--- src/rtl/fetch_pkg.sv ---
// Shared types and constants for the instruction-fetch controller.
package fetch_pkg;
  localparam int INSTR_W = 32;
  localparam int OFFS_W  = 16;

  localparam logic PC_SEL_SEQ = 1'b0;
  localparam logic PC_SEL_BR  = 1'b1;

  typedef enum logic [1:0] {
    S_BOOT,
    S_REQ,
    S_HOLD
  } state_t;
endpackage

--- src/rtl/fetch_ctrl_if.sv ---
// Request/ready handshake between the fetch controller and instruction memory.
interface fetch_ctrl_if;
  import fetch_pkg::*;

  logic               mem_req;
  logic               mem_rdy;
  logic [INSTR_W-1:0] mem_rdata;

  modport master (output mem_req, input mem_rdy, input mem_rdata);
  modport slave  (input mem_req, output mem_rdy, output mem_rdata);
endinterface

--- src/rtl/fetch_wait_timer.sv ---
// Counts unanswered request cycles and raises a sticky timeout flag at WAIT_LIMIT.
module fetch_wait_timer #(
  parameter int WAIT_LIMIT = 255,
  parameter int CNT_W      = 8
) (
  input  logic clk,
  input  logic rst,
  input  logic waiting,
  output logic fetch_err
);
  localparam logic [CNT_W-1:0] LIMIT = CNT_W'(WAIT_LIMIT);

  logic [CNT_W-1:0] cnt;
  logic [CNT_W-1:0] cnt_next;

  // Saturate at the limit so a stuck memory never wraps the counter.
  always_comb begin
    cnt_next = '0;
    if (waiting) cnt_next = (cnt == LIMIT) ? cnt : cnt + 1'b1;
  end

  always_ff @(posedge clk or negedge rst) begin
    if (!rst) begin
      cnt       <= '0;
      fetch_err <= 1'b0;
    end else begin
      cnt <= cnt_next;
      if (waiting && (cnt_next == LIMIT)) fetch_err <= 1'b1;
    end
  end
endmodule

--- src/rtl/fetch_ctrl.sv ---
// Instruction-fetch sequencing controller with skid buffer and deferred branch redirect.
// Optional macro FETCH_PERF_EN adds perf_fetch/perf_stall/perf_wait counters.
module fetch_ctrl
  import fetch_pkg::*;
#(
  parameter int WAIT_LIMIT = 255,
  parameter int CNT_W      = 8
) (
  input  logic               clk,
  input  logic               rst,
  fetch_ctrl_if.master       mem,
  input  logic               hazard_stall,
  input  logic               br_taken,
  input  logic [OFFS_W-1:0]  br_offset_in,
  output logic               pc_en,
  output logic               pc_sel,
  output logic [OFFS_W-1:0]  br_offset_out,
  output logic               if_id_en,
  output logic               if_id_flush,
  output logic [INSTR_W-1:0] instr_out,
  output logic               fetch_err
`ifdef FETCH_PERF_EN
  ,
  output logic [31:0]        perf_fetch,
  output logic [31:0]        perf_stall,
  output logic [31:0]        perf_wait
`endif
);
  state_t             state;
  logic               br_pending;
  logic [OFFS_W-1:0]  offs_q;
  logic [INSTR_W-1:0] skid;
  logic               in_req;
  logic               in_hold;
  logic               waiting;
  logic               redirect;

  assign in_req      = (state == S_REQ);
  assign in_hold     = (state == S_HOLD);
  assign mem.mem_req = in_req;
  assign waiting     = in_req && !mem.mem_rdy;

  // A redirect fires once the outstanding access is closed, or at once from the skid state.
  assign redirect = (in_req && mem.mem_rdy && (br_taken || br_pending)) ||
                    (in_hold && br_taken);

  always_comb begin
    pc_en       = 1'b0;
    pc_sel      = PC_SEL_SEQ;
    if_id_en    = 1'b0;
    if_id_flush = 1'b0;
    if (redirect) begin
      pc_en       = 1'b1;
      pc_sel      = PC_SEL_BR;
      if_id_flush = 1'b1;
    end else if (in_req && br_taken) begin
      if_id_flush = 1'b1;
    end else if (((in_req && mem.mem_rdy) || in_hold) && !hazard_stall) begin
      pc_en    = 1'b1;
      if_id_en = 1'b1;
    end
  end

  assign br_offset_out = (redirect && br_taken) ? br_offset_in : offs_q;

  always_ff @(posedge clk or negedge rst) begin
    if (!rst) begin
      state      <= S_BOOT;
      br_pending <= 1'b0;
      offs_q     <= '0;
      skid       <= '0;
      instr_out  <= '0;
    end else begin
      case (state)
        S_BOOT: state <= S_REQ;
        S_REQ: begin
          if (br_taken) offs_q <= br_offset_in;
          if (mem.mem_rdy) begin
            br_pending <= 1'b0;
            if (!(br_taken || br_pending)) begin
              instr_out <= mem.mem_rdata;
              if (hazard_stall) begin
                skid  <= mem.mem_rdata;
                state <= S_HOLD;
              end
            end
          end else if (br_taken) begin
            br_pending <= 1'b1;
          end
        end
        S_HOLD: begin
          instr_out <= skid;
          if (br_taken) begin
            offs_q <= br_offset_in;
            state  <= S_REQ;
          end else if (!hazard_stall) begin
            state <= S_REQ;
          end
        end
        default: state <= S_BOOT;
      endcase
    end
  end

  fetch_wait_timer #(
    .WAIT_LIMIT(WAIT_LIMIT),
    .CNT_W     (CNT_W)
  ) u_timer (
    .clk      (clk),
    .rst      (rst),
    .waiting  (waiting),
    .fetch_err(fetch_err)
  );

`ifdef FETCH_PERF_EN
  always_ff @(posedge clk or negedge rst) begin
    if (!rst) begin
      perf_fetch <= '0;
      perf_stall <= '0;
      perf_wait  <= '0;
    end else begin
      if (if_id_en) perf_fetch <= perf_fetch + 32'd1;
      if (in_hold)  perf_stall <= perf_stall + 32'd1;
      if (waiting)  perf_wait  <= perf_wait + 32'd1;
    end
  end
`endif
endmodule
--- src/flat_wrapper.sv ---
// flat-port wrapper written by rule: the top's interface ports become plain ports
module fetch_ctrl_flat import fetch_pkg::*;
#(
  parameter int WAIT_LIMIT = 255,
  parameter int CNT_W      = 8
)
  (clk, rst, hazard_stall, br_taken, br_offset_in, pc_en, pc_sel, br_offset_out, if_id_en, if_id_flush, instr_out, fetch_err, mem_mem_req, mem_mem_rdy, mem_mem_rdata);
  fetch_ctrl_if mem_i ();
  input  logic clk;
  input  logic rst;
  input  logic hazard_stall;
  input  logic br_taken;
  input  logic [OFFS_W-1:0] br_offset_in;
  output logic pc_en;
  output logic pc_sel;
  output logic [OFFS_W-1:0] br_offset_out;
  output logic if_id_en;
  output logic if_id_flush;
  output logic [INSTR_W-1:0] instr_out;
  output logic fetch_err;
  output wire logic [$bits(mem_i.mem_req)-1:0] mem_mem_req;
  input wire logic [$bits(mem_i.mem_rdy)-1:0] mem_mem_rdy;
  input wire logic [$bits(mem_i.mem_rdata)-1:0] mem_mem_rdata;
  assign mem_mem_req = mem_i.mem_req;
  assign mem_i.mem_rdy = mem_mem_rdy;
  assign mem_i.mem_rdata = mem_mem_rdata;
  fetch_ctrl #(.WAIT_LIMIT(WAIT_LIMIT), .CNT_W(CNT_W)) u_core (.clk(clk), .rst(rst), .mem(mem_i), .hazard_stall(hazard_stall), .br_taken(br_taken), .br_offset_in(br_offset_in), .pc_en(pc_en), .pc_sel(pc_sel), .br_offset_out(br_offset_out), .if_id_en(if_id_en), .if_id_flush(if_id_flush), .instr_out(instr_out), .fetch_err(fetch_err));
endmodule
--- config.mk ---
export PLATFORM = sky130hd
export DESIGN_NAME = fetch_ctrl_flat
export DESIGN_NICKNAME = d
export VERILOG_FILES = /design/src/rtl/fetch_pkg.sv /design/src/rtl/fetch_ctrl_if.sv /design/src/rtl/fetch_wait_timer.sv /design/src/rtl/fetch_ctrl.sv /design/src/flat_wrapper.sv
export SDC_FILE = /design/constraint.sdc
export NUM_CORES = 1
export LEC_CHECK = 0
export BUFFER_PORTS_ARGS = -buffer_cell sky130_fd_sc_hd__buf_2
export CAP_MARGIN = 20
export CORE_ASPECT_RATIO = 0.9
export CORE_MARGIN = 2
export CORE_UTILIZATION = 45
export DETAILED_ROUTE_END_ITERATION = 10
export GPL_ROUTABILITY_DRIVEN = 0
export GPL_TIMING_DRIVEN = 0
export PLACE_DENSITY = 0.69
export SLEW_MARGIN = 20
export SYNTH_ARGS = -nofsm -noshare
export SYNTH_HDL_FRONTEND = slang
export SYNTH_SLANG_ARGS = --single-unit
--- constraint.sdc ---
create_clock -name clk -period 2.85 [get_ports clk]
set_input_delay 0.4275 -clock clk [delete_from_list [all_inputs] [get_ports clk]]
set_output_delay 0.4275 -clock clk [all_outputs]
set_load 0.05 [all_outputs]
# Word level (Yosys, flattened, before mapping)
# Cells that the tools add are included.
dict set report totals {
  n_memories 0
  mem_bits_ro 0
  ram_bits 0
  out_inout_bits 54
  elab_cells 60
  latchBits 0
  register_bits 92
  input_bits 53
}
dict set report op_classes {
  reduce_logical 22
  n_eq_ne 8
  n_bitwise 1
  div_mod_pow 0
  muxes 21
  addsub 1
  magnitude_cmp 0
  mul 0
  n_shift 0
}
# cell count
set ops {}
lappend ops {{two-way mux 32 bit} 2}
lappend ops {{case mux 32 bit (2 select lines)} 1}
lappend ops {{equality test 8 bit, second input constant} 2}
lappend ops {{two-way mux 16 bit} 1}
lappend ops {{two-way mux 8 bit} 2}
lappend ops {{two-way mux 2 bit} 5}
lappend ops {{two-way mux 1 bit} 9}
lappend ops {{adder 8 x 1 -> 8 bit, second input constant} 1}
lappend ops {{logical AND 1 bit} 8}
lappend ops {{AND reduction 4 bit} 2}
lappend ops {{!= test 2 bit, second input constant} 3}
lappend ops {{case mux 2 bit (3 select lines)} 1}
lappend ops {{AND reduction 2 bit} 2}
lappend ops {{nonzero test 2 bit} 2}
lappend ops {{logical OR 1 bit} 3}
lappend ops {{!= test 3 bit, second input constant} 1}
lappend ops {{AND reduction 3 bit} 1}
lappend ops {{equality test 2 x 1 -> 1 bit, second input constant} 1}
lappend ops {{equality test 2 bit, second input constant} 1}
lappend ops {{zero test 1 bit} 2}
lappend ops {{zero test 2 bit} 1}
lappend ops {{OR reduction 2 bit} 1}
lappend ops {{inverter 1 bit} 1}

# Depth between registers and ports, before layout
# Gate-level depths: netlist of run 1.
dict set report logic_depth {
  depth_word 7
  ltp_mapped 8
  ltp_nobuf 6
}

# Hierarchy
# A second synthesis of run 1 with hierarchy kept.
dict set report hier_totals {
  hier_cells 305
  area_unflattened_um2 4309.1
}
# module seq_area_each_um2 area_per_inst_um2 cells_each instances
set by_module_without_submodules {}
lappend by_module_without_submodules {fetch_ctrl 2077.0 3808.7 256 1}
lappend by_module_without_submodules {fetch_wait_timer 225.2 500.5 49 1}

# Worst setup path before layout of run 1
# Ideal clock, no wire load.
dict set report synth_timing {
  kind {flip-flop to output port}
  startpoint {register u_core.state[1]}
  endpoint {output pc_en}
  required_time_ps 2423
  path_slack_ps -174
  stages_incl_launch_ff 8
  arrival_ps 2596
  path_buffers 2
  cell_sequence {dfrtp_1 inv_1 ha_1 buf_6 and2_1 buf_2 nor2_1 o21ai_0}
}
dict set report synth_via {
  elab_chain_len 7
  word_cells_on_any_way 12
  classes_between {eq/ne: 2; mux: 3; reduce/logical: 7}
}
# item line
set synth_rtl {}
lappend synth_rtl {{from (decl)} fetch_ctrl.sv:29} ;# state_t state;
lappend synth_rtl {{from (signal assigned)} fetch_ctrl.sv:68} ;# state <= S_BOOT;
lappend synth_rtl {{from (signal assigned)} fetch_ctrl.sv:75} ;# S_BOOT: state <= S_REQ;
lappend synth_rtl {{from (signal assigned)} fetch_ctrl.sv:84} ;# state <= S_HOLD;
lappend synth_rtl {{equality test 2 x 1 -> 1 bit (*)} fetch_ctrl.sv:38} ;# assign in_req = (state == S_REQ);
lappend synth_rtl {{named net mem_mem_req} flat_wrapper.sv:21} ;# output wire logic [$bits(mem_i.mem_req)-1:0] mem_mem_req;
lappend synth_rtl {{logical AND 1 bit} {fetch_ctrl.sv:44, fetch_ctrl.sv:58}}
lappend synth_rtl {{logical OR 1 bit} fetch_ctrl.sv:58} ;# end else if (((in_req && mem.mem_rdy) || in_hold) && !hazard_stall) begin
lappend synth_rtl {{logical AND 1 bit} fetch_ctrl.sv:58}
lappend synth_rtl {{two-way mux 1 bit} fetch_ctrl.sv:58}
lappend synth_rtl {{two-way mux 1 bit} fetch_ctrl.sv:56} ;# end else if (in_req && br_taken) begin
lappend synth_rtl {{two-way mux 1 bit (*)} fetch_ctrl.sv:52} ;# if (redirect) begin
lappend synth_rtl {{to (decl)} flat_wrapper.sv:14} ;# output logic pc_en;
# Mark *: on every way through the listed nets, which the timed path passes. The rest lies on a longest branch.

# Final worst setup path of run 1
dict set report layout_timing {
  startpoint {register u_core.state[0]}
  endpoint {output br_offset_out[8]}
}
dict set report layout_via {
  elab_chain_len 6
  word_cells_on_any_way 8
  classes_between {eq/ne: 2; mux: 1; reduce/logical: 5}
}
# item line
set layout_rtl {}
lappend layout_rtl {{equality test 2 x 1 -> 1 bit} fetch_ctrl.sv:38}
lappend layout_rtl {{logical AND 1 bit (2 in series)} fetch_ctrl.sv:44} ;# assign redirect = (in_req && mem.mem_rdy && (br_taken || br_pending)) ||
lappend layout_rtl {{logical OR 1 bit (*)} fetch_ctrl.sv:44}
lappend layout_rtl {{logical AND 1 bit (*)} fetch_ctrl.sv:64} ;# assign br_offset_out = (redirect && br_taken) ? br_offset_in : offs_q;
lappend layout_rtl {{two-way mux 16 bit (*)} fetch_ctrl.sv:64}
lappend layout_rtl {{to (decl)} flat_wrapper.sv:16} ;# output logic [OFFS_W-1:0] br_offset_out;
# Mark *: on every way between the ends. The rest lies on a longest branch, timed or not.

==> flow_summary.yaml, run 1 <==
clock_tree:
  cts_inserted_buffers: 9
  cts_buffer_depth: 2
  cts.sinks: 92
  clk_pin_slew_ps: 90
  clk-insertion-delay-late_ps: 350
  cts_tree: "yes"
  cts_root_buffer: "clkbuf_8"
  htree_levels: 3
detailed_routing:
  ant_nets: 0
  vias: 3108
  first_pass_iters: 4
  drtIter0Drc: 77
  detail_route.vias_per_cell: 5.14
  wl_mm: 9.18
  wire_per_inst_um: 15.2
  drc: 0
floorplanning:
  io_pins: 107
  die_area_um2: 10500
  dieWidth_um: 108
  core_area_um2: 9530
  fp.dieH_um: 97.3
  floorplan.initialDensity_pct: 45.7
  row_count: 34
critical_path:
  max_stage_delay_ps: 430
  setup.worst_path.start_class: "flop"
  reg2regPathDepth: 8
  r2r-start: "u_core.state[1]"
  cp_num_buf_inv: 4
  crit_family: "buffers and inverters"
  startpoint: "u_core.state[0]"
  slowest_stage: "dfrtp_1"
  crit_type: "flop to output port"
  crit_chain: "ha_1 > buf_6 > and2_1 > buf_2 > o21ai_4 > buf_6 > mux2_2 > buf_2"
  cp.depth: 8
  cp-end-kind: "output port"
  cp.arrival_ps: 2320
  rr_endpoint: "u_core.instr_out[17]"
  crit_required_ps: 2420
  cp_max_fo: 8
  regToRegSetupSlack_ps: 820
grt:
  antenna_found_initial: 0
  overflow: 0
  grt_max_degree: 51
  grt_pass1_wl_mm: 15.2
  grt_pass1_vias: 3255
  grtUsageTotal_pct: 18.2
yosys:
  ys_ff_latch: 92
  synthesis.nets: 411
  yosysTopAreaCellShare_pct: 52.9
  synth_area_leaders: "dfrtp_1 (53%), mux2_2 (17%), mux2i_1 (8.0%), a21oi_1 (4.1%), nor2_1 (3.4%)"
  synth_edf_count: 0
  synth_area_um2: 4360
  yosysTopAreaCell: "dfrtp_1"
  syn_area_per_cell_um2: 12.4
  seq_area_frac_synth_pct: 52.9
  synthCells: 352
  synth.distinct_cells: 42
  yosysMostFrequentCell: "dfrtp_1"
  ys_warn_count: 0
  ys_async_sr_fraction_pct: 100
  synth_common_cells: "dfrtp_1 (92), mux2_2 (64), nor2_1 (39)"
  synth_ff_type: "dfrtp_1"
power_and_ir_drop:
  leakage_nw: 2.56
  powerDensity_nw_per_um2: 1270
  peakVddDrop_mv: 0.791
timing:
  setup_tns_ps: 0
  holdWs_ps: 304
  min_period_ps: 2750
  timing.final.max_slew_violations: 0
  skew_ps: 11.8
  relSlewSlack_pct: 67.0
  worst_slack_ps: 101
  worst_pin_slew_ps: 495
  finalCritPeriodShare_pct: 96.5
  finalHoldViolCount: 0
  setup_violations: 0
  max_freq_ghz: 0.364
cells_and_area:
  design_area_um2: 5370
  finalNetCount: 533
  final_core_util_pct: 56.4
  areaGrowthSynthToFinish_pct: 23.4
  num_antenna_cells: 0
  drive_above_1_share_pct: 46.3
  fillers: 874
placement:
  port_buffers: 105
  place_ws_ps: 266
  dp_hpwl_mm: 6.56
  placed_area_um2: 5080
hold_path:
  hold_path.class: "input port to flop"
  hold_path.startpoint: "mem_mem_rdata[10]"
  min_to: "u_core.skid[10]"
  hold_depth: 2
flow_run:
  maxCapViolations: 0
run_status:
  status: "finished clean"
layout by cell type, fill, tap and decap left out, types with 3 or more instances in the layout:
master / synthesis / final
nor2_1: 39 / 39
o21ai_0: 6 / 5
dfrtp_1: 92 / 92
ha_1: 6 / 6
mux2_2: 64 / 64
inv_1: 5 / 5
buf_4: 3 / 18
a31oi_1: 3 / 3
a21oi_1: 36 / 36
and4_1: 3 / 3
clkbuf_8: 0 / 10
buf_2: 14 / 103
mux2i_1: 35 / 35
buf_6: 5 / 9
nand2_1: 7 / 7
power by group:
group,internal (mW),switching (mW)
Clock,0.438,0.469
Combinational,1.27,2.41
Sequential,1.90,0.318
kinds of logic after synthesis:
logic type      count (synthesis)  share of synthesized area (%)
compound gates                 56                           8.04
buf+inv                        28                           3.94
mux                           100                           24.8
flops                          92                           52.9
xor+xnor                        2                          0.402
fa+ha+maj                       6                           1.72
simple gates                   68                           8.19
per-stage QoR:
step           instances  power [mW]
6_report             605        6.80
5_1_grt              605        7.23
4_1_cts              603        6.76
3_5_place_dp         584        5.83
3_3_place_gp         583        5.71
2_1_floorplan        352        5.00
layer usage:
layer | GRT usage (%) | wire length [um]
met5 | 0 | 0
met4 | 5.03 | 54
met3 | 5.63 | 650
met2 | 28.9 | 4420
met1 | 24.1 | 4060
state kept, by name, indices dropped and copies added, names as in the netlist:
register,flops
u_core.br_pending,1
u_core.offs_q,16
u_core.u_timer.cnt,8
u_core.u_timer.fetch_err,1
u_core.instr_out,32
u_core.state,2
u_core.skid,32
repair_timing:
| action | CTS | global route |
|---|---|---|
| pin swaps | 1 | 1 |
| gates resized for setup | 0 | 34 |
| endpoints found under the hold margin | 10 | 0 |
| hold buffers | 1 | 0 |
| buffers inserted | 2 | 1 |
| endpoints found under the setup margin | 9 | 17 |
| cloned | 0 | 1 |
worst max path at each step:
stage | slack, ps | end
after floorplan | 210 | pc_en
after global placement | 280 | br_offset_out[7]
after detailed placement | 270 | br_offset_out[12]
after CTS | 20 | br_offset_out[12]
after global routing | -10 | br_offset_out[8]
final | 100 | br_offset_out[8]
cell type report:
cell class              instances  area (um^2)  share of cell area (%)
flip-flops and latches         92         2300                    42.8
clock inverters                 6         70.1                    1.30
multi-input cells             232         1890                    35.1
repair buffers                111          646                    12.0
plain buffers                  22          151                    2.82
clock buffers                  10          138                    2.56
inverters                       6         22.5                   0.419
well taps                     126          158                    2.93
Power figures use the tool's default switching activity.
==> run 2: changes to the inputs <==
- CELL_PAD_IN_SITES_DETAIL_PLACEMENT: not set -> 0
- CELL_PAD_IN_SITES_GLOBAL_PLACEMENT: not set -> 1
- CORE_UTILIZATION: 45 -> 42
- PLACE_DENSITY: 0.69 -> not set
- PLACE_DENSITY_LB_ADDON: not set -> 0.1
==> run 2 against run 1 <==
Core utilization down 2.3 points; first-iteration DRC count increased by 110%; global-route usage fell by 0.82 points; clock skew down 7.3 ps; combinational power rose by 1%; hold slack better by 18 ps; die area is 6.9% higher.
==> flow_summary.yaml, run 2 (synthesized netlist as in run 1, its figures left out) <==
grt:
  grt_use_met1_pct: 21.9
  busiest_layer: "met2"
  grtUsageMet2_pct: 28.8
  grt_pass1_wl_mm: 15.6
  antenna_found_initial: 0
  overflow: 0
  grt_util_met3_pct: 6.86
  grt_max_degree: 57
  grt_pass1_vias: 3109
  grtUsageTotal_pct: 17.3
power_and_ir_drop:
  leakage_nw: 2.60
  powerDensity_nw_per_um2: 1300
  total_power_mw: 7.12
  peakVddDrop_mv: 0.875
cells_and_area:
  reg_top3: "u_core.instr_out: 32 flops, u_core.skid: 32 flops, u_core.offs_q: 16 flops"
  instances_no_fill: 607
  areaGrowthSynthToFinish_pct: 26.1
  fillers: 923
  design_area_um2: 5490
  drive_above_1_share_pct: 46.4
  num_antenna_cells: 0
  finalNetCount: 533
  final_common_cell: "buf_2"
  mostFrequentLayoutCells: "buf_2 (102), dfrtp_1 (92), mux2_2 (64), nor2_1 (39), a21oi_1 (36)"
detailed_routing:
  drtIter0Drc: 165
  ant_nets: 0
  first_pass_iters: 4
  vias: 3117
  detail_route.vias_per_cell: 5.14
  drc: 0
  wl_mm: 9.54
  wire_per_inst_um: 15.7
timing:
  finalCritPeriodShare_pct: 96.7
  holdWs_ps: 322
  finalHoldViolCount: 0
  timing.final.max_slew_violations: 0
  min_period_ps: 2760
  relSlewSlack_pct: 68.0
  setup_violations: 0
  skew_ps: 4.53
  worst_pin_slew_ps: 480
  max_freq_ghz: 0.363
critical_path:
  crit_type: "flop to output port"
  setup.worst_path.start_class: "flop"
  regToRegSetupSlack_ps: 880
  cp-end-kind: "output port"
  r2r-start: "u_core.state[1]"
  reg2regPathDepth: 8
  rr_endpoint: "u_core.instr_out[22]"
  cp_max_fo: 8
  cp.arrival_ps: 2330
  crit_required_ps: 2420
clock_tree:
  cts.sinks: 92
  clk_pin_slew_ps: 60
  cts_root_buffer: "clkbuf_16"
  htree_levels: 3
  cts_tree: "yes"
  cts_inserted_buffers: 9
  clk-insertion-delay-late_ps: 340
  cts_buffer_depth: 2
placement:
  place_inst: 587
  port_buffers: 105
  placed_area_um2: 5080
  dp_hpwl_mm: 6.65
flow_run:
  maxCapViolations: 0
floorplanning:
  io_pins: 107
  floorplan.initialDensity_pct: 42.9
  row_count: 35
  core_area_um2: 10200
  dieWidth_um: 111
  fp.dieH_um: 101
  die_area_um2: 11200
hold_path:
  hold_path.class: "input port to flop"
  hold_path.startpoint: "mem_mem_rdata[10]"
  min_to: "u_core.skid[10]"
  hold_depth: 2
run_status:
  status: "finished clean"
[run 2: power by group]
part           switching, mW  leakage (nW)  total (mW)  internal (mW)
Clock                  0.487         0.138        1.18          0.698
Combinational           2.42          1.36        3.72           1.30
Sequential             0.305          1.10        2.21           1.90
[run 2: critical path, cell delays in order (launching register included)]
cell       delay [ps]
dfrtp_1           400
inv_2              60
ha_2              190
buf_6             140
and2_1            130
buf_2             160
o21ai_4           220
clkbuf_16         190
mux2_2            320
buf_4             190
[run 2: cell type report]
class | instances | area, um^2 | share of cell area [%]
multi-input combinational | 232 | 1890 | 34.4
buffer | 22 | 155 | 2.82
tap | 129 | 161 | 2.94
inverter | 6 | 22.5 | 0.410
clock inverter | 4 | 50.0 | 0.911
clock buffer | 11 | 243 | 4.42
sequential | 92 | 2300 | 41.9
timing repair buffer | 111 | 669 | 12.2
[run 2: how the worst max path moves through the flow]
stage	from	endpoint	slack, ps
floorplan	u_core.state[1]	pc_en	210
global placement	u_core.state[1]	br_offset_out[12]	250
detailed placement	u_core.state[1]	br_offset_out[12]	230
CTS	u_core.state[1]	br_offset_out[5]	7
global route	u_core.state[1]	br_offset_out[1]	-8
finish	u_core.state[1]	br_offset_out[11]	90
[run 2: timing repair]
item	4_1_cts	5_1_grt
endpoints found under the setup margin	9	18
pin swaps	1	1
endpoints found under the hold margin	17	0
resized for setup	0	38
setup buffers	1	2
gates cloned	0	1
hold buffers	1	0
[run 2: stage by stage]
step	utilization (%)	worst slack, ps	setup TNS (ps)
CTS	53.1	7.04	0
floorplan	-	205	0
global route	54.1	-7.91	-34.5
finish	54.1	93.0	0
detailed placement	50.0	230	0
global placement	49.7	252	0
[run 2: routing by layer]
metal / up-vias / share of wire (%)
met4: 0 / 0.71
li1: 1493 / -
met2: 71 / 49
met3: 7 / 6.1
met5: - / 0
met1: 1546 / 44
==> run 3: changes to the inputs <==
- RECOVER_POWER: not set -> 25
==> run 3 against run 2 <==
The run now ends with max-capacitance violations, max-slew violations left; via count about the same; wire length about the same; count of clock-buffer cells in the layout did not move; fmax unchanged; final cell count is the same; critical path depth stayed put; die area stayed put; sequential share of layout area rose by 0.14 points; combinational power about the same; clock skew unchanged.
==> flow_summary.yaml, run 3 (synthesized netlist as in run 1, its figures left out) <==
run_status:
  status: "finished, violations left"
  violations: "max-capacitance violations, max-slew violations"
timing:
  skew_ps: 4.53
  finalCritPeriodShare_pct: 96.7
  min_period_ps: 2760
  timing.final.max_slew_violations: 38
  relSlewSlack_pct: -12.9
  setup_violations: 0
  max_freq_ghz: 0.363
  finalHoldViolCount: 0
  worst_pin_slew_ps: 1690
power_and_ir_drop:
  peakVddDrop_mv: 0.875
  powerDensity_nw_per_um2: 1300
  p_clk_share_pct: 16.7
  pwr-share-seq_pct: 31.0
  total_power_mw: 7.11
  combinationalPowerShare_pct: 52.3
  power_switching_mw: 3.21
  p_int_mw: 3.90
  leakage_nw: 2.59
  swShare_pct: 45.2
hold_path:
  min_to: "u_core.skid[10]"
  hold_depth: 2
  hold_path.class: "input port to flop"
  hold_path.startpoint: "mem_mem_rdata[10]"
clock_tree:
  cts_root_buffer: "clkbuf_16"
  cts.sinks: 92
  clk_pin_slew_ps: 60
  cts_tree: "yes"
  cts_inserted_buffers: 9
  cts_buffer_depth: 2
  htree_levels: 3
  clk-insertion-delay-late_ps: 340
grt:
  grtUsageTotal_pct: 17.3
  grt_max_degree: 57
  grt_pass1_wl_mm: 15.6
  overflow: 0
  antenna_found_initial: 0
  grt_pass1_vias: 3109
floorplanning:
  fp.dieH_um: 101
  io_pins: 107
  core_area_um2: 10200
  floorplan.initialDensity_pct: 42.9
  die_area_um2: 11200
  dieWidth_um: 111
  row_count: 35
critical_path:
  cp-end-kind: "output port"
  cp.arrival_ps: 2330
  regToRegSetupSlack_ps: 880
  rr_endpoint: "u_core.instr_out[22]"
  slowest_stage: "dfrtp_1"
  reg2regPathDepth: 8
  max_stage_delay_ps: 400
  crit_type: "flop to output port"
  crit_required_ps: 2420
  r2r-start: "u_core.state[1]"
  crit_chain: "inv_2 > ha_2 > buf_6 > and2_1 > buf_2 > o21ai_4 > clkbuf_16 > mux2_2 > buf_4"
  cp_max_fo: 8
  setup.worst_path.start_class: "flop"
cells_and_area:
  mostFrequentLayoutCells: "buf_2 (102), dfrtp_1 (92), mux2_2 (64), nor2_1 (39), a21oi_1 (36)"
  reg_top3: "u_core.instr_out: 32 flops, u_core.skid: 32 flops, u_core.offs_q: 16 flops"
  final_core_util_pct: 53.9
  areaGrowthSynthToFinish_pct: 25.7
  drive_above_1_share_pct: 46.2
  finalNetCount: 533
  num_antenna_cells: 0
  final_common_cell: "buf_2"
  instances_no_fill: 607
placement:
  dp_hpwl_mm: 6.65
  place_inst: 587
  port_buffers: 105
detailed_routing:
  wl_mm: 9.55
  drc: 0
  drtIter0Drc: 169
  wire_per_inst_um: 15.7
  first_pass_iters: 4
  vias: 3116
  ant_nets: 0
  detail_route.vias_per_cell: 5.13
flow_run:
  maxCapViolations: 1
[run 3: cell types whose count changed in the layout (fill, tap and decap cells not counted), sizes merged]
cell,change
dlygate4sd2,+1
buf,-1
[run 3: routing by layer]
metal  GRT usage, %  up-vias  wire length (um)
li1               -     1493                 -
met1           21.9     1545              4200
met2           28.8       71              4700
met3           6.86        7               581
met4           3.13        0                68
met5              0        -                 0
[run 3: power groups by stage]
| stage | combinational, mW | sequential (mW) | clock [mW] |
|---|---|---|---|
| global placement | 3.55 | 2.19 | 0 |
| floorplan | 2.03 | 2.97 | 0 |
| CTS | 3.62 | 2.21 | 1.22 |
| global route | 3.98 | 2.29 | 1.27 |
| finish | 3.72 | 2.21 | 1.18 |
| detailed placement | 3.61 | 2.23 | 0 |
[run 3: critical path: cells and delay by family, from the launching register on]
family	cells	cell delay, ps
DFF	1	400
AOI/OAI and AO/OA	1	220
buffers and inverters	5	740
muxes	1	320
adders and majority gates	1	190
and+or+nand+nor	1	130
[run 3: layout make-up]
cell class | count | area [um^2]
clock buffer | 11 | 243
tap | 129 | 161
fill | 927 | 4690
clock inverter | 4 | 50.0
sequential | 92 | 2300
multi-input combinational | 232 | 1890
buffer | 22 | 155
timing repair buffer | 111 | 651
inverter | 6 | 22.5
[run 3: worst max-delay path by stage]
stage | from | end | slack, ps | cells after the start
after floorplan | u_core.state[1] | pc_en | 210 | 7
after global placement | u_core.state[1] | br_offset_out[12] | 250 | 9
after detailed placement | u_core.state[1] | br_offset_out[12] | 230 | 9
after CTS | u_core.state[1] | br_offset_out[5] | 7 | 9
after global routing | u_core.state[1] | br_offset_out[1] | -8 | 9
final | u_core.state[1] | br_offset_out[11] | 90 | 9
[run 3: what timing repair did]
item	CTS	global route
gates cloned	0	1
endpoints found under the setup margin	9	18
buffers inserted	1	2
pin swaps	1	1
hold buffers	1	0
resized for setup	0	38
hold endpoints to repair	17	0
[run 3: metrics by stage]
stage	hold slack, ps	setup slack, ps	cell area (um^2)	setup TNS [ps]
after floorplan	132	205	4360	0
after global placement	458	252	5050	0
after detailed placement	356	230	5080	0
after CTS	311	7.04	5390	0
after global routing	313	-7.91	5470	-34.5
final	322	93.0	5470	0
